File: src/rtl/register_pkg.sv
// rtl/register_pkg.sv - shared defaults and data type for the register block
package register_pkg;

  localparam int DEFAULT_WIDTH = 16;
  localparam logic [DEFAULT_WIDTH-1:0] DEFAULT_RESET_VALUE = '0;

  typedef logic [DEFAULT_WIDTH-1:0] data_t;

endpackage

File: src/rtl/register_dff.sv
// rtl/register_dff.sv - enable flop bank with synchronous active-high reset
module register_dff
  import register_pkg::*;
#(
  parameter int               WIDTH       = DEFAULT_WIDTH,
  parameter logic [WIDTH-1:0] RESET_VALUE = WIDTH'(DEFAULT_RESET_VALUE)
) (
  input  logic             clk,
  input  logic             rst,
  input  logic             en,
  input  logic [WIDTH-1:0] d,
  output logic [WIDTH-1:0] q
);

  logic [WIDTH-1:0] q_d;
  logic [WIDTH-1:0] q_q;

  always_comb begin
    q_d = q_q;
    if (en) begin
      q_d = d;
    end
  end

  // Reset wins over the enable.
  always_ff @(posedge clk) begin
    if (rst) begin
      q_q <= RESET_VALUE;
    end else begin
      q_q <= q_d;
    end
  end

  assign q = q_q;

endmodule

File: src/rtl/register.sv
// rtl/register.sv - storage register with registered read port; REGISTER_WR_BYPASS_EN selects write-through on simultaneous access
module register
  import register_pkg::*;
#(
  parameter int               WIDTH       = DEFAULT_WIDTH,
  parameter logic [WIDTH-1:0] RESET_VALUE = WIDTH'(DEFAULT_RESET_VALUE)
) (
  input  logic             clk,
  input  logic             rst,
  input  logic             write_en,
  input  logic             read_en,
  input  logic [WIDTH-1:0] data_in,
  output logic [WIDTH-1:0] data_out,
  output logic [WIDTH-1:0] store
);

  logic [WIDTH-1:0] rd_src;

`ifdef REGISTER_WR_BYPASS_EN
  // Write-through: a read in the same cycle as a write returns the new data.
  assign rd_src = write_en ? data_in : store;
`else
  assign rd_src = store;
`endif

  register_dff #(
    .WIDTH       (WIDTH),
    .RESET_VALUE (RESET_VALUE)
  ) u_store (
    .clk (clk),
    .rst (rst),
    .en  (write_en),
    .d   (data_in),
    .q   (store)
  );

  register_dff #(
    .WIDTH       (WIDTH),
    .RESET_VALUE (RESET_VALUE)
  ) u_data_out (
    .clk (clk),
    .rst (rst),
    .en  (read_en),
    .d   (rd_src),
    .q   (data_out)
  );

endmodule

File: config.mk
export PLATFORM = sky130hd
export DESIGN_NAME = register
export DESIGN_NICKNAME = d
export VERILOG_FILES = /design/src/rtl/register_pkg.sv /design/src/rtl/register_dff.sv /design/src/rtl/register.sv
export SDC_FILE = /design/constraint.sdc
export NUM_CORES = 1
export LEC_CHECK = 0
export ABC_AREA = 1
export BUFFER_PORTS_ARGS = -buffer_cell sky130_fd_sc_hd__buf_2
export CORE_MARGIN = 2
export CORE_UTILIZATION = 49
export CTS_BUF_LIST = sky130_fd_sc_hd__clkbuf_4
export CTS_CLUSTER_SIZE = 20
export DETAILED_ROUTE_END_ITERATION = 8
export HOLD_SLACK_MARGIN = 0.08
export PLACE_DENSITY = 0.85
export SYNTH_ARGS = -nofsm -noshare
export SYNTH_HDL_FRONTEND = slang
export SYNTH_SLANG_ARGS = --single-unit
export TNS_END_PERCENT = 20
File: constraint.sdc
create_clock -name clk -period 0.8 [get_ports clk]
set_input_delay 0.12 -clock clk [delete_from_list [all_inputs] [get_ports clk]]
set_output_delay 0.12 -clock clk [all_outputs]
set_load 0.02 [all_outputs]
==> run_results.csv, run 1 <==
group,metric,value,unit
global_routing,grt_pass1_vias,1396,
synth,syn_area,0.00133,mm^2
global_routing,grt.busiest_layer,"met2",
timing,finalHoldViolCount,0,
synth,syn_nets,222,
synth,synth_area_leader_cell,"dfxtp_1",
outcome,status,"complete, but fails checks",
placement,port_buffers,51,
outcome,violations,"setup timing",
cells_and_area,multi_input_area,488,um^2
clock_network,numCtsBuffers,5,
synth,ys_top_cells_by_area,"dfxtp_1 48%, nand2_1 18%, nor2_1 18%",
drt,viasPerCell,4.41,
clock_network,clock_path_buffers,2,
placement,dp_hpwl,1670,um
worst_setup_path,worstSetupStartpointType,"flop",
timing,rsz0062_at_grt,"yes",
drt,wl,3420,um
drt,first_iter_violations,47,
cells_and_area,finalNonFillerCells,315,
timing,fin_setup_tns,-3.34,ns
clock_network,clkLatencyLatePin,0.32,ns
drt,dr.pass1.iters,4,
synth,yosysSeqAreaShare,48.3,%
clock_network,cts.sinks,32,
global_routing,use_met2,44.7,%
timing,period_share,115,%
power,vdd_drop_max,1390,uV
die,start_util,52.6,%
worst_setup_path,crit_path_end_kind,"output pin",
global_routing,gr-total-overflow,0,
cells_and_area,syn_to_final_growth,64.3,%
cells_and_area,diodes,0,
clock_network,cts-htree-levels,2,
die,core-area,0.00252,mm^2
die,die-width,56.1,um
timing,setup_viol,33,
worst_setup_path,cp_slowest_cell,"dfxtp_2",
global_routing,grt_max_degree,33,
die,die_h,56.1,um
timing,finalClockSkew,0.00601,ns
cells_and_area,nNetsFinal,304,
timing,max_slew.worst_pin.slew,0.138,ns
synth,synth_top_area_share,48.3,%
worst_setup_path,crit_chain,"buf_6",
power,powerDensity,1670,mW/mm^2
drt,drt-wirelength-per-cell,10.8,um
synth,synthCells,202,
placement,gp_congestion,0.727,
synth,synth.avg_cell_area,6.57,um^2
worst_setup_path,crit_path_max_incr_delay,0.36,ns
cells_and_area,fillers,136,
worst_setup_path,cp_max_fo,2,
global_routing,grt_use_total,22.7,%
worst_setup_path,critPathBufInv,1,
worst_setup_path,rrSetupSlack,-0.07,ns
timing,slew_viol_final,0,
run,maxCapViolations,0,
worst_setup_path,cp_top_family,"flip-flops",
min_path,hold_path.class,"in2reg",
cells_and_area,final-seq-area,681,um^2
timing,max_freq,1.09,GHz
clock_network,clock-root-buffer,"clkbuf_4",
global_routing,use_met3,4.88,%
synth,synth.distinct_cells,6,
power,totalPowerFinal,3630,uW
global_routing,grt_pass1_wl,5560,um
die,io_pins,52,
drt,drc_errors,0,
worst_setup_path,worstPathArrival,0.80,ns
worst_setup_path,required,0.68,ns
drt,ant_nets,0,
drt,num_vias,1388,
synth,yosys_warnings,0,
global_routing,grt.met1_usage,21.2,%
synth,synth_seq_cells,32,
timing,finalWorstSetupSlack,-0.117,ns
timing,slew-limit-headroom,90.8,%
power,leakagePower,0.00119,uW
placement,place_inst,278,
timing,fin_crit,0.917,ns
global_routing,antenna_found_initial,0,
die,rows,18,
worst_setup_path,crit_type,"reg2out",
clock_network,cts_tree,"built",
clock_network,clk_pin_slew,0.10,ns
die,dieArea,0.00314,mm^2
cells_and_area,final_layout_size_suffix_gt1_share,40.4,%
through the flow:
stage                     utilization, %  cell area [um^2]  setup slack, ns  hold slack, ns
after CTS                           85.4              2150           -0.128          0.0932
final                               86.5              2180           -0.117           0.137
after global placement              64.1              1620            0.113           0.402
after detailed placement            64.1              1620           0.0633           0.410
after floorplan                        -              1330           0.0909           0.275
after global routing                86.5              2180           -0.163           0.140
timing repair:
action                     in CTS  in global routing
resized for setup              96                  9
hold endpoints to repair       15                  0
pin swaps                       0                  0
setup endpoints to repair      32                 38
hold buffers                   15                  0
setup buffers                  12                  2
flip-flops by register name, summed over array words and instances, names as in the netlist:
name	cells
u_store.q	16
u_data_out.q	16
synth_stat cells (all sizes together):
master	n
buf	9
dfxtp	32
inv	33
nand2	64
nor2	64
layer usage:
layer | vias to the layer above | share of wire, %
li1 | 730 | -
met1 | 610 | 37
met2 | 41 | 56
met3 | 7 | 4.4
met4 | 0 | 2.4
met5 | - | 0
cells by family after synthesis:
logic type	synth area share, %
AND/OR/NAND/NOR	36.2
buffers and inverters	15.6
flip-flops	48.3
placed cells by master (no fill, tap or decap), drive strengths merged:
cell,netlist,layout
clkinv,0,1
dfxtp,32,32
inv,33,33
nand2,64,64
nor2,64,64
dlygate4sd3,0,15
clkbuf,0,7
buf,9,69
power breakdown:
part	switching (uW)	leakage, uW	internal (uW)
Sequential	79.7	0.000275	1720
Clock	514	0.0000338	405
Combinational	437	0.000880	474
cell type report:
cell class / instances / share of cell area [%]
Sequential cell: 32 / 31.2
Tap cell: 30 / 1.72
Clock inverter: 1 / 0.172
Multi-Input combinational cell: 128 / 22.4
Timing Repair Buffer: 84 / 36.4
Clock buffer: 7 / 2.41
Inverter: 33 / 5.68
final timing paths:
| check | start | end | cells after the start |
|---|---|---|---|
| min reg2reg | u_data_out.q[14]$_SDFFE_PP0P_ | u_data_out.q[14]$_SDFFE_PP0P_ | 2 |
| max reg2reg | u_store.q[15]$_SDFFE_PP0P_ | u_data_out.q[15]$_SDFFE_PP0P_ | 6 |
| max | u_data_out.q[15]$_SDFFE_PP0P_ | data_out[15] | 1 |
| min | data_in[1] | u_store.q[1]$_SDFFE_PP0P_ | 5 |
Note: power is estimated with default switching activity, not from simulation.
==> inputs of run 2 (changes only) <==
- CORE_ASPECT_RATIO: default -> 1.4
==> run_results.csv, run 2 (synthesis results as in run 1) <==
group,metric,value,unit
timing,period_share,115,%
drt,viasPerCell,4.38,
clock_network,cts_tree,"built",
drt,num_vias,1407,
clock_network,clk_pin_slew,0.09,ns
cells_and_area,final_cell_mix,"64 x nor2_1, 63 x nand2_1, 33 x buf_6, 32 x dfxtp_2, 29 x inv_1",
run,maxCapViolations,0,
worst_setup_path,required,0.68,ns
timing,max_freq,1.08,GHz
die,start_util,51.3,%
drt,first_iter_violations,49,
timing,setup_viol,34,
clock_network,clock-root-buffer,"clkbuf_4",
placement,port_buffers,51,
global_routing,grt_pass1_wl,5410,um
cells_and_area,final_common_cell,"nor2_1",
worst_setup_path,r2r_end,"u_data_out.q[2]$_SDFFE_PP0P_",
worst_setup_path,cp_slowest_cell,"dfxtp_2",
worst_setup_path,rrSetupSlack,-0.04,ns
die,rows,22,
min_path,min-delay-start,"data_in[15]",
die,dieArea,0.00315,mm^2
timing,finalClockSkew,0.00394,ns
drt,drt-wirelength-per-cell,10.6,um
cells_and_area,diodes,0,
drt,dr.pass1.iters,4,
clock_network,clock_path_buffers,2,
power,leakagePower,0.00118,uW
power,powerDensity,1630,mW/mm^2
cells_and_area,syn_to_final_growth,63.1,%
power,vdd_drop_max,1500,uV
global_routing,antenna_found_initial,0,
timing,finalHoldViolCount,0,
min_path,whs_endpoint,"u_store.q[15]$_SDFFE_PP0P_",
die,io_pins,52,
min_path,hold_path_depth,5,
timing,fin_crit,0.922,ns
timing,rsz0062_at_grt,"yes",
die,die-width,48.0,um
clock_network,clkLatencyLatePin,0.33,ns
placement,postPlaceCellArea,0.00161,mm^2
worst_setup_path,regToRegStartpoint,"u_store.q[2]$_SDFFE_PP0P_",
worst_setup_path,crit_chain,"buf_6",
worst_setup_path,crit_path_max_incr_delay,0.36,ns
worst_setup_path,crit_path_end_kind,"output pin",
min_path,hold_path.class,"in2reg",
drt,drc_errors,0,
timing,max_slew.worst_pin.slew,0.145,ns
worst_setup_path,critPathBufInv,1,
global_routing,grt_pass1_vias,1348,
clock_network,cts-htree-levels,2,
worst_setup_path,r2r_cells,6,
die,die_h,65.6,um
timing,slew_viol_final,0,
worst_setup_path,cp_top_family,"flip-flops",
worst_setup_path,worstSetupStartpointType,"flop",
worst_setup_path,cp_max_fo,2,
global_routing,gr-total-overflow,0,
cells_and_area,nNetsFinal,305,
placement,dp_hpwl,1700,um
cells_and_area,stdcell_area,0.00216,mm^2
drt,ant_nets,0,
timing,finalWorstSetupSlack,-0.122,ns
clock_network,numCtsBuffers,5,
placement,pre_cts_slack,0.0800,ns
global_routing,grt_use_total,24.6,%
global_routing,grt_max_degree,33,
clock_network,cts.sinks,32,
outcome,violations,"setup timing",
drt,wl,3400,um
worst_setup_path,worstPathArrival,0.80,ns
die,core-area,0.00259,mm^2
cells_and_area,final_layout_size_suffix_gt1_share,39.6,%
timing,fin_setup_tns,-3.53,ns
worst_setup_path,crit_type,"reg2out",
outcome,status,"complete, but fails checks",
placement,gp_congestion,0.748,
timing,slew-limit-headroom,90.3,%
## run 2: worst max-delay path by stage
stage                          startpoint                             to  slack [ns]  depth (start not counted)
3_5_place_dp                          rst   u_data_out.q[3]$_SDFFE_PP0P_        0.08                          5
2_1_floorplan  u_store.q[11]$_SDFFE_PP0P_  u_data_out.q[11]$_SDFFE_PP0P_        0.09                          4
6_report        u_store.q[6]$_SDFFE_PP0P_                       store[6]       -0.12                          1
3_3_place_gp                          rst      u_store.q[5]$_SDFFE_PP0P_        0.11                          5
5_1_grt         u_store.q[6]$_SDFFE_PP0P_                       store[6]       -0.16                          1
4_1_cts         u_store.q[2]$_SDFFE_PP0P_                       store[2]       -0.13                          1
## run 2: timing repair
item,CTS,global route
hold buffers,14,0
buffers inserted,14,3
endpoints found under the setup margin,32,36
hold endpoints to repair,14,0
resized for setup,96,6
## run 2: where the power goes
part           internal [uW]  total (uW)  switching (uW)
sequential              1720        1800            78.3
clock                    306         815             509
combinational            471         910             439
total                   2500        3530            1030
## run 2: final cells by class
class / instances / area [um^2]
clock buffer: 5 / 37.5
clock inverter: 2 / 7.51
fill: 173 / 423
inverter: 33 / 124
timing repair buffer: 85 / 787
sequential: 32 / 681
multi-input combinational: 128 / 483
tap: 36 / 45.0
## run 2: layer usage
metal	wire length (um)	track usage (%)
met5	0	0
met1	1250	24.2
met4	136	13.2
met2	1840	42.5
met3	167	7.97
## run 2: worst min-delay path, stage by stage
cell and delay, ns:
buf_2 0.09, inv_1 0.05, nand2_1 0.04, nand2_1 0.05, nor2_1 0.03
## run 2: stage by stage
| stage | utilization [%] | std cells | hold WS [ns] | total power, uW |
|---|---|---|---|---|
| finish | 83.7 | 321 | 0.0832 | 3530 |
| global route | 83.7 | 321 | 0.115 | 3740 |
| CTS | 82.5 | 318 | 0.0806 | 3500 |
| detailed placement | 62.0 | 283 | 0.416 | 2410 |
| global placement | 62.0 | 283 | 0.402 | 2400 |
| floorplan | - | 202 | 0.275 | 2210 |
==> inputs of run 3 (changes only) <==
--- a/config.mk
+++ b/config.mk
@@ -6,9 +6,8 @@
 export NUM_CORES = 1
 export LEC_CHECK = 0
-export ABC_AREA = 1
 export BUFFER_PORTS_ARGS = -buffer_cell sky130_fd_sc_hd__buf_2
 export CORE_ASPECT_RATIO = 1.4
 export CORE_MARGIN = 2
-export CORE_UTILIZATION = 49
+export CORE_UTILIZATION = 47
 export CTS_BUF_LIST = sky130_fd_sc_hd__clkbuf_4
 export CTS_CLUSTER_SIZE = 20
@@ -16,4 +15,5 @@
 export HOLD_SLACK_MARGIN = 0.08
 export PLACE_DENSITY = 0.85
+export SLEW_MARGIN = 20
 export SYNTH_ARGS = -nofsm -noshare
 export SYNTH_HDL_FRONTEND = slang
==> constraint.sdc (replaced) <==
create_clock -name clk -period 0.8 [get_ports clk]
set_input_delay 0.12 -clock clk [delete_from_list [all_inputs] [get_ports clk]]
set_output_delay 0.12 -clock clk [all_outputs]
set_load 0.01 [all_outputs]
==> run_results.csv, run 3 <==
group,metric,value,unit
drt,first_iter_violations,13,
cells_and_area,diodes,0,
synth,synth_area_leader_cell,"dfxtp_1",
die,dieArea,0.00288,mm^2
synth,synthCells,103,
synth,syn_area,0.00116,mm^2
timing,fin_crit,0.962,ns
synth,yosys_warnings,0,
synth,synth_common_cells,"32 x dfxtp_1, 32 x mux2i_1, 32 x nor2_1",
worst_setup_path,required,0.68,ns
worst_setup_path,worstSetupStartpointType,"flop",
timing,finalClockSkew,0.00838,ns
min_path,hold_path.class,"in2reg",
worst_setup_path,cp_max_fo,2,
timing,max_slew.worst_pin.slew,0.175,ns
synth,syn_nets,123,
placement,dp_hpwl,1760,um
global_routing,gr-total-overflow,0,
cells_and_area,final_layout_size_suffix_gt1_share,57.6,%
timing,finalHoldViolCount,0,
placement,gp_congestion,0.733,
worst_setup_path,critPathLaunch,"u_store.q[13]$_SDFFE_PP0P_",
worst_setup_path,critPathBufInv,1,
outcome,violations,"setup timing",
worst_setup_path,worstPathArrival,0.84,ns
synth,synthFlopType,"dfxtp_1",
global_routing,antenna_found_initial,0,
clock_network,clock-root-buffer,"clkbuf_4",
synth,synth_top_area_share,55.4,%
outcome,status,"complete, but fails checks",
drt,dr.pass1.iters,4,
timing,fin_setup_tns,-3.97,ns
die,core-area,0.00236,mm^2
placement,port_buffers,51,
die,die-width,45.9,um
worst_setup_path,crit_type,"reg2out",
synth,async_flop_share,0,%
cells_and_area,nNetsFinal,210,
timing,max_freq,1.04,GHz
worst_setup_path,cp_slowest_cell,"dfxtp_2",
synth,yosysSeqAreaShare,55.4,%
placement,place_inst,176,
drt,num_vias,1062,
global_routing,grt_max_degree,33,
synth,synth_edf_count,0,
worst_setup_path,regToRegStartpoint,"u_store.q[13]$_SDFFE_PP0P_",
min_path,min-delay-start,"rst",
die,die_h,62.7,um
cells_and_area,syn_to_final_growth,72.1,%
power,leakagePower,0.000999,uW
die,io_pins,52,
placement,pre_cts_slack,-0.0117,ns
clock_network,clkLatencyLatePin,0.34,ns
die,start_util,48.9,%
global_routing,grt_pass1_vias,1138,
clock_network,cts_tree,"built",
clock_network,clock_path_buffers,2,
worst_setup_path,crit_chain,"buf_6",
synth,synth.distinct_cells,7,
timing,rsz0062_at_grt,"yes",
clock_network,cts.sinks,32,
cells_and_area,finalNonFillerCells,214,
die,rows,21,
power,powerDensity,1630,mW/mm^2
run,maxCapViolations,0,
timing,period_share,120,%
worst_setup_path,crit_path_max_incr_delay,0.38,ns
drt,viasPerCell,4.96,
global_routing,grt_pass1_wl,5280,um
clock_network,clk_pin_slew,0.10,ns
synth,synth_seq_cells,32,
drt,ant_nets,0,
worst_setup_path,cp_top_family,"flip-flops",
timing,slew-limit-headroom,88.0,%
synth,ys_top_cells_by_area,"dfxtp_1 55%, mux2i_1 28%, nor2_1 10%",
clock_network,numCtsBuffers,5,
clock_network,cts-htree-levels,2,
drt,drc_errors,0,
cells_and_area,final_cell_mix,"32 x mux2i_1, 32 x nor2_1, 32 x buf_6, 32 x dfxtp_2, 19 x buf_2",
timing,slew_viol_final,0,
power,totalPowerFinal,3250,uW
timing,setup_viol,34,
drt,drt-wirelength-per-cell,16.1,um
worst_setup_path,crit_path_end_kind,"output pin",
timing,finalWorstSetupSlack,-0.162,ns
power,vdd_drop_max,1050,uV
global_routing,grt_use_total,26.0,%
drt,wl,3440,um
synth,synth.avg_cell_area,11.2,um^2
cells_and_area,fillers,124,
-- run 3: cell types whose count changed after synthesis, sizes merged --
cell | previous run | this run
buf | 9 | 6
clkbuf | 0 | 1
mux2i | 0 | 32
nor2 | 64 | 32
nand2 | 64 | 0
inv | 33 | 0
-- run 3: worst paths after layout --
kind         slack [ns]  depth (start not counted)                             to
max               -0.16                          1                      store[13]
min reg2reg        0.51                          2  u_data_out.q[14]$_SDFFE_PP0P_
max reg2reg       -0.11                          4     u_store.q[13]$_SDFFE_PP0P_
min                0.14                          3   u_data_out.q[7]$_SDFFE_PP0P_
-- run 3: what timing repair did --
item,CTS,global route
setup buffers,13,1
endpoints found under the hold margin,16,0
hold buffers,16,0
setup endpoints to repair,32,44
pin swaps,0,1
resized for setup,64,0
-- run 3: routing by layer --
| metal | track usage [%] | wire [um] |
|---|---|---|
| met5 | 0 | 0 |
| met4 | 18.2 | 174 |
| met3 | 6.07 | 186 |
| met2 | 44.3 | 1890 |
| met1 | 25.5 | 1190 |
-- run 3: report_power, final --
group / total, uW / internal (uW) / switching (uW)
logic: 614 / 376 / 239
registers: 1740 / 1680 / 61.5
clock network: 888 / 322 / 567
-- run 3: per-stage QoR --
step | cell area (um^2) | hold slack (ns) | util, %
global placement | 1440 | 0.354 | 60.7
finish | 1990 | 0.144 | 84.2
detailed placement | 1440 | 0.365 | 60.7
CTS | 1980 | 0.151 | 83.9
global route | 1990 | 0.146 | 84.2
floorplan | 1160 | 0.192 | -
-- run 3: layout make-up --
type | instances | area [um^2] | area share [%]
Tap cell | 23 | 28.8 | 1.44
Timing Repair Buffer | 87 | 791 | 39.7
Clock buffer | 5 | 37.5 | 1.88
Clock inverter | 3 | 13.8 | 0.691
Multi-Input combinational cell | 64 | 440 | 22.1
Sequential cell | 32 | 681 | 34.2
-- run 3: kinds of logic (layout without fill, tap and decap cells) --
logic type,count (synthesis),count (layout),synth area share (%)
buf+inv,7,95,6.59
simple gates,32,32,10.4
flops,32,32,55.4
mux,32,32,27.7
